### config.mk
export PLATFORM = sky130hd
export DESIGN_NAME = sd_image_server
export DESIGN_NICKNAME = d
export VERILOG_FILES = /design/src/rtl/sd_image_pkg.sv /design/src/rtl/sd_image_server.sv
export SDC_FILE = /design/constraint.sdc
export NUM_CORES = 1
export LEC_CHECK = 0
export CAP_MARGIN = 20
export CORE_UTILIZATION = 39
export CTS_CLUSTER_DIAMETER = 150
export DETAILED_ROUTE_END_ITERATION = 10
export PLACE_DENSITY = 0.81
export SKIP_CTS_REPAIR_TIMING = 1
export SYNTH_ARGS = -nofsm -noshare
export SYNTH_HDL_FRONTEND = slang
export SYNTH_SLANG_ARGS = --single-unit
### constraint.sdc
create_clock -name clk_sys -period 2.2 [get_ports clk_sys]
set_clock_uncertainty 0.05 [all_clocks]
set_input_delay 0.44 -clock clk_sys [delete_from_list [all_inputs] [get_ports clk_sys]]
set_output_delay 0.44 -clock clk_sys [all_outputs]
set_load 0.05 [all_outputs]
### src/rtl/sd_image_pkg.sv
// Shared types and constants for the SDRAM-backed sector server.
package sd_image_pkg;

    localparam int SECTOR_BYTES = 512;
    localparam int SECTOR_SHIFT = 9;
    localparam int LBA_BITS     = 14;

    typedef enum logic [2:0] {
        IDLE,
        RD_REQ,
        RD_WAIT,
        RD_PUT,
        WR_ADDR,
        WR_LATCH,
        WR_WAIT,
        DONE
    } state_t;

endpackage

### src/rtl/sd_image_server.sv
// Sector-buffer responder: serves 512-byte reads/writes for drive 0 from a
// disk image held in SDRAM, one byte per SDRAM handshake.
import sd_image_pkg::*;

module sd_image_server #(
    parameter logic [22:0] IMG_BASE  = 23'h600000,
    parameter logic [7:0]  FILL_BYTE = 8'hFF
) (
    input  logic        clk_sys,
    input  logic        reset,
    input  logic        img_valid,
    input  logic [31:0] img_size,
    input  logic [31:0] sd_lba,
    input  logic [1:0]  sd_rd,
    input  logic [1:0]  sd_wr,
    output logic        sd_ack,
    output logic [8:0]  sd_buff_addr,
    output logic [7:0]  sd_buff_dout,
    input  logic [7:0]  sd_buff_din,
    output logic        sd_buff_wr,
    output logic [22:0] mem_addr,
    output logic        mem_rd,
    output logic        mem_wr,
    output logic [7:0]  mem_din,
    input  logic [7:0]  mem_dout,
    input  logic        mem_ready
);

    state_t      state, state_nx;
    logic [8:0]  cnt;
    logic        cnt_inc;
    logic        armed;
    logic        in_range;
    logic [22:0] base;
    logic [7:0]  data;

    logic accept, rd_sel, drive0, lba_ok, last;

    // Sector size bits are irrelevant to the sector count.
    logic unused_size;
    assign unused_size = &{1'b0, img_size[SECTOR_SHIFT-1:0]};

    assign rd_sel = |sd_rd;
    assign accept = (state == IDLE) && armed && (rd_sel || (|sd_wr));
    // Reads win; the drive bit of the winning request decides backing.
    assign drive0 = rd_sel ? sd_rd[0] : sd_wr[0];
    assign lba_ok = img_valid && drive0
                 && (sd_lba < {{SECTOR_SHIFT{1'b0}}, img_size[31:SECTOR_SHIFT]})
                 && (sd_lba[31:LBA_BITS] == '0);
    assign last   = (cnt == 9'(SECTOR_BYTES - 1));

    assign sd_buff_addr = cnt;
    assign mem_addr     = base + {14'd0, cnt};
    assign sd_buff_dout = (state == RD_PUT && !in_range) ? FILL_BYTE : data;
    // Write data goes straight through in WR_LATCH so it is valid with mem_wr.
    assign mem_din      = (state == WR_LATCH) ? sd_buff_din : data;

    // Next-state and strobe decode.
    always_comb begin
        state_nx   = state;
        mem_rd     = 1'b0;
        mem_wr     = 1'b0;
        sd_buff_wr = 1'b0;
        cnt_inc    = 1'b0;
        case (state)
            IDLE:     if (accept) state_nx = rd_sel ? RD_REQ : WR_ADDR;
            RD_REQ: begin
                if (in_range) begin
                    mem_rd   = 1'b1;
                    state_nx = RD_WAIT;
                end else begin
                    state_nx = RD_PUT;
                end
            end
            RD_WAIT:  if (mem_ready) state_nx = RD_PUT;
            RD_PUT: begin
                sd_buff_wr = 1'b1;
                if (last) state_nx = DONE;
                else begin
                    cnt_inc  = 1'b1;
                    state_nx = in_range ? RD_REQ : RD_PUT;
                end
            end
            WR_ADDR:  state_nx = WR_LATCH;
            WR_LATCH: begin
                if (in_range) begin
                    mem_wr   = 1'b1;
                    state_nx = WR_WAIT;
                end else if (last) begin
                    state_nx = DONE;
                end else begin
                    cnt_inc  = 1'b1;
                    state_nx = WR_ADDR;
                end
            end
            WR_WAIT: begin
                if (mem_ready) begin
                    if (last) state_nx = DONE;
                    else begin
                        cnt_inc  = 1'b1;
                        state_nx = WR_ADDR;
                    end
                end
            end
            DONE:     state_nx = IDLE;
            default:  state_nx = IDLE;
        endcase
    end

    // State, byte counter, accept-time address/range registers and data latch.
    always_ff @(posedge clk_sys) begin
        if (reset) begin
            state    <= IDLE;
            cnt      <= '0;
            armed    <= 1'b1;
            sd_ack   <= 1'b0;
            in_range <= 1'b0;
            base     <= '0;
            data     <= '0;
        end else begin
            state <= state_nx;
            if (accept) begin
                cnt      <= '0;
                sd_ack   <= 1'b1;
                armed    <= 1'b0;
                in_range <= lba_ok;
                base     <= IMG_BASE + {sd_lba[LBA_BITS-1:0], {SECTOR_SHIFT{1'b0}}};
            end else begin
                if (cnt_inc) cnt <= cnt + 9'd1;
                if (!rd_sel && !(|sd_wr)) armed <= 1'b1;
            end
            if (state == DONE) sd_ack <= 1'b0;
            if (state == RD_WAIT && mem_ready) data <= mem_dout;
            if (state == WR_LATCH) data <= sd_buff_din;
        end
    end

endmodule
==> impl_metrics.tcl, run 1 <==
set metrics [dict create \
    syn-cell-area_um2 2540 \
    place_hpwl_um 6110 \
    io_buffers 130 \
    synth_nets 444 \
    period_needed_ns 2.15 \
    io_pins 140 \
    worst_pin_slew_ns 0.541 \
    synth-main-ff-cell "dfxtp_1" \
    syn_avg_cell_area_um2 7.65 \
    overflow 0 \
    clock_path_buffers 2 \
    ff_latch_area_um2 749 \
    synth.area.top_cells "dfxtp_1, ha_1, nand2_1, a21oi_1, nor2_1" \
    clock-sinks 37 \
    yosys_warnings 0 \
    dr.pass1.iters 4 \
    avgViaCountPerCell 5.19 \
    clk-insertion-delay-late_ns 0.28 \
    worstSetupPathType "reg -> out" \
    final_nets 581 \
    status "finished clean" \
    setup_viol 0 \
    grt_usage_pct 22.8 \
    synth_edf_count 0 \
    vias 2829 \
    slew_viol_final 0 \
    multiInputGateArea_um2 1600 \
    stdcell_area_um2 4190 \
    grt_pass1_wl_um 11900 \
    power_density_nw_per_um2 588 \
    leakagePower_nw 1.76 \
    dr.first_iter.drc_count 173 \
    ys_seq_area_share_pct 29.1 \
    hold_viol 0 \
    die_h_um 82.7 \
    grt_pass1_vias 2725 \
    cts_root_buf "clkbuf_8" \
    dieArea_um2 6840 \
    stdcell_count 545 \
    n_fill_cell 539 \
    maxSlewHeadroom_pct 63.8 \
    synthCells 332 \
    grt_max_degree 30 \
    num_antenna_cells 0 \
    synth_cell_type_count 49 \
    cts_tree "yes" \
    path_clk_slew_ns 0.07 \
    synthArstFlopShare_pct 0 \
    hp-class "reg -> reg" \
    crit_arrival_ns 1.66 \
    yosysTopAreaCell "dfxtp_1" \
    post-route-util_pct 66.3 \
    post_drt_wl_per_cell_um 14.0 \
    synth_top_area_share_pct 29.1 \
    drv_cap 0 \
    post-route-drc-count 0 \
    end_kind "output pin" \
    finalCritPeriodShare_pct 97.6 \
    peakVddDrop_v 0.000484 \
    place_area_um2 4070 \
    area_growth_syn_to_layout_pct 64.7 \
    cts_max_level 2 \
    startpoint "state[2]" \
    core_area_um2 6310 \
    worstHoldStart "base[15]" \
    synth_most_common_cell "nand2_1" \
    path_max_fanout 8 \
    hold_ws_ns 0.407 \
    cp-start-kind "flip-flop" \
    antenna_found_initial 0 \
    start_util_pct 40.2 \
    cts-buffers-inserted 5 \
    synth_seq_cells 37 \
    worstPathRequired_ns 1.71 \
    drtAntennaViolNets 0 \
    dp_cells 538 \
    rows 29 \
    routed_wirelength_um 7650 \
    max_clock_freq_ghz 0.466 \
    netlist_top_cells_count "nand2_1, dfxtp_1, nor2_1, a21oi_1, inv_1" \
    layout-drive-gt1-share_pct 16.7 \
    reg2reg_from "sd_buff_addr[1]" \
    gp_congestion 0.804 \
    fp.dieW_um 82.7 \
]
==> kinds of logic (layout without fill, tap and decap cells) <==
kind of cell / after synthesis / in the layout / synth area share [%]
adders and majority gates: 25 / 25 / 12.2
DFF: 37 / 37 / 29.1
and+or+nand+nor: 150 / 150 / 28.5
buffers and inverters: 50 / 186 / 9.45
AOI/OAI and AO/OA: 60 / 60 / 17.2
xor gates and xnor gates: 8 / 8 / 2.76
muxes: 2 / 2 / 0.788
==> layout by cell type, fill, tap and decap left out, types with 3 or more instances in the layout <==
cell / instances
o21ai_0: 3
a311oi_1: 8
dfxtp_2: 7
or2_2: 7
nand2_1: 63
inv_1: 26
nor2b_1: 5
a211oi_1: 5
nor4_1: 4
nand3_1: 15
buf_12: 11
xnor2_1: 8
nor2_1: 29
clkbuf_8: 5
ha_1: 24
nor3_1: 3
clkdlybuf4s50_1: 111
buf_4: 32
nand4_1: 3
dfxtp_1: 30
a21oi_1: 26
==> final timing paths <==
kind / cells past startpoint / slack, ns / endpoint
hold reg to reg: 2 / 0.41 / base[15]
setup reg to reg: 7 / 0.25 / state[0]
hold / removal: 2 / 0.41 / base[15]
setup / recovery: 5 / 0.05 / sd_buff_dout[6]
==> power breakdown <==
part	switching [mW]	internal (mW)
logic	0.690	0.541
clock network	0.235	0.209
registers	0.0447	0.740
==> cell type report <==
type,instances,area share (%)
sequential,37,17.9
clock inverter,1,0.120
timing repair buffer,154,37.5
tap,77,2.30
clock buffer,5,1.64
multi-input combinational,245,38.1
inverter,26,2.33
==> per-stage QoR <==
step / worst slack (ns) / setup TNS, ns / total power, mW
2_1_floorplan: -0.0131 / -0.0131 / 1.50
3_3_place_gp: -0.137 / -0.137 / 1.99
3_5_place_dp: -0.173 / -0.173 / 2.02
4_1_cts: -0.137 / -1.02 / 2.45
5_1_grt: -0.0104 / -0.0406 / 2.60
6_report: 0.0519 / 0 / 2.46
==> metal layers <==
metal,up-vias,part of all wire [%],track usage (%)
met5,-,0,0
met4,0,1.3,5.86
met3,15,6.9,7.14
met2,93,52,42.9
met1,1312,40,24.2
li1,1409,-,-
==> worst max-delay path: stages (launching register included) <==
cell,delay [ns]
dfxtp_2,0.34
and2b_1,0.21
and2_1,0.18
nor2b_4,0.16
or2_2,0.32
buf_12,0.16
==> registers in the layout (all words and copies together) (netlist names) <==
| register | flops |
|---|---|
| sd_buff_addr | 9 |
| sd_ack | 1 |
| data | 8 |
| base | 14 |
| armed | 1 |
| in_range | 1 |
| state | 3 |
Power figures use the tool's default switching activity.
==> run 2: changes to the inputs <==
- CTS_CLUSTER_SIZE: default -> 16
==> results of run 2 <==
Same layout as run 1: the final DEF is identical, and so are final timing and power.
==> run 3: changes to the inputs <==
- CAP_MARGIN: 20 -> default
- clock period: 2.2 -> 2.4 ns (I/O delays scaled with it)
==> run 3 against run 2 <==
First-iteration DRC count rose by 27%. Design area fell by 2.1%. Register-to-register slack improved by 0.06 ns. Global-route usage fell by 0.29 points. Total power fell by 0.48%. Core utilization fell by 1.4 points. Sequential power fell by 8.8%. Sequential share of layout area rose by 0.23 points. Combinational power fell by 11%. Worst setup slack improved by 0.094 ns. Critical endpoint is now sd_buff_dout[7].
==> impl_metrics.tcl, run 3 (same netlist as run 1, synthesis figures left out) <==
set metrics [dict create \
    status "finished clean" \
    dr.first_iter.drc_count 220 \
    ff_latch_area_um2 743 \
    overflow 0 \
    io_buffers 130 \
    fp.dieW_um 82.7 \
    setup_slack_ns 0.145 \
    setup_viol 0 \
    worstPathRequired_ns 1.87 \
    rows 29 \
    multiInputGateArea_um2 1570 \
    hold_viol 0 \
    leakagePower_nw 1.70 \
    grt_pass1_vias 2694 \
    avgViaCountPerCell 5.20 \
    place_hpwl_um 5670 \
    slew_viol_final 0 \
    cp-start-kind "flip-flop" \
    largest_reg_flops 14 \
    worstSetupPathType "reg -> out" \
    grt_max_degree 30 \
    cts-buffers-inserted 5 \
    total_power_mw 2.45 \
    area_growth_syn_to_layout_pct 61.3 \
    post-route-util_pct 64.9 \
    grt_usage_pct 22.5 \
    worstHoldStart "base[22]" \
    clock-sinks 37 \
    rsz0062_at_grt "no" \
    final_nets 566 \
    critPathCapture "sd_buff_dout[7]" \
    dieArea_um2 6840 \
    clock_path_buffers 2 \
    vias 2769 \
    layout-drive-gt1-share_pct 12.5 \
    dr.pass1.iters 4 \
    dp_slack_ns -0.0955 \
    cts_root_buf "clkbuf_8" \
    hp-class "reg -> reg" \
    power_density_nw_per_um2 597 \
    worst_pin_slew_ns 0.541 \
    reg2reg_from "sd_buff_addr[4]" \
    grt_pass1_wl_um 11800 \
    end_kind "output pin" \
    drtAntennaViolNets 0 \
    layout_commonest_cell "clkdlybuf4s50_1" \
    peakVddDrop_v 0.000491 \
    die_h_um 82.7 \
    crit_arrival_ns 1.72 \
    cts_max_level 2 \
    maxSlewHeadroom_pct 63.8 \
    finalCritPeriodShare_pct 93.9 \
    gp_congestion 0.816 \
    stdcell_area_um2 4100 \
    place_area_um2 3960 \
    routed_wirelength_um 7340 \
    post-route-drc-count 0 \
    largest_register "base" \
    r2r_cells 7 \
    startpoint "state[2]" \
    io_pins 140 \
    max_clock_freq_ghz 0.444 \
    cts_tree "yes" \
    layout_common_cells "clkdlybuf4s50_1, nand2_1, dfxtp_1" \
    num_antenna_cells 0 \
    r2r_slack_ns 0.31 \
    path_max_fanout 8 \
    worst_r2r_endpoint "state[0]" \
    n_fill_cell 548 \
    core_area_um2 6310 \
    start_util_pct 40.2 \
    post_drt_wl_per_cell_um 13.8 \
    antenna_found_initial 0 \
    drv_cap 0 \
    period_needed_ns 2.25 \
    path_clk_slew_ns 0.08 \
    clk-insertion-delay-late_ns 0.28 \
]
run 3: changes by cell type in the layout (fill, tap and decap cells not counted), sizes merged:
cell / before / now
bufinv: 0 / 2
buf: 43 / 28
run 3: routing by layer:
| metal | track usage (%) | vias to the layer above | part of all wire, % |
|---|---|---|---|
| met5 | 0 | - | 0 |
| met4 | 5.17 | 0 | 0.61 |
| met3 | 6.59 | 4 | 8.0 |
| met2 | 40.4 | 90 | 50 |
| met1 | 26.0 | 1289 | 41 |
| li1 | - | 1386 | - |
run 3: power by group:
part	switching, mW	leakage [nW]	internal, mW	total [mW]
clock	0.227	0.0681	0.413	0.640
sequential	0.0384	0.303	0.678	0.716
combinational	0.623	1.33	0.469	1.09
total	0.889	1.70	1.56	2.45
run 3: worst max-delay path, cell delays in order (launching register included):
cell     delay [ns]
dfxtp_1        0.33
and2b_1        0.22
and2_1         0.23
nor2b_4        0.18
or2_2          0.32
buf_12         0.16
run 3: how the worst min path moves through the flow:
stage,cells after the start,endpoint
floorplan,2,armed
detailed placement,2,base[22]
global route,2,base[9]
CTS,2,base[22]
finish,2,base[22]
global placement,2,base[22]
run 3: final cells by class:
cell class,instances,share of cell area (%)
multi-input cells,245,38.3
repair buffers,139,35.6
well taps,77,2.35
flip-flops and latches,37,18.1
inverters,26,2.38
clock buffers,5,1.68
clock inverters,3,1.59
run 3: through the flow:
stage / std cells / hold WS, ns / TNS (ns)
detailed placement: 524 / 0.401 / -0.0955
global placement: 524 / 0.392 / 0
finish: 532 / 0.410 / 0
CTS: 532 / 0.412 / -0.996
global route: 532 / 0.433 / 0
floorplan: 332 / 0.425 / 0
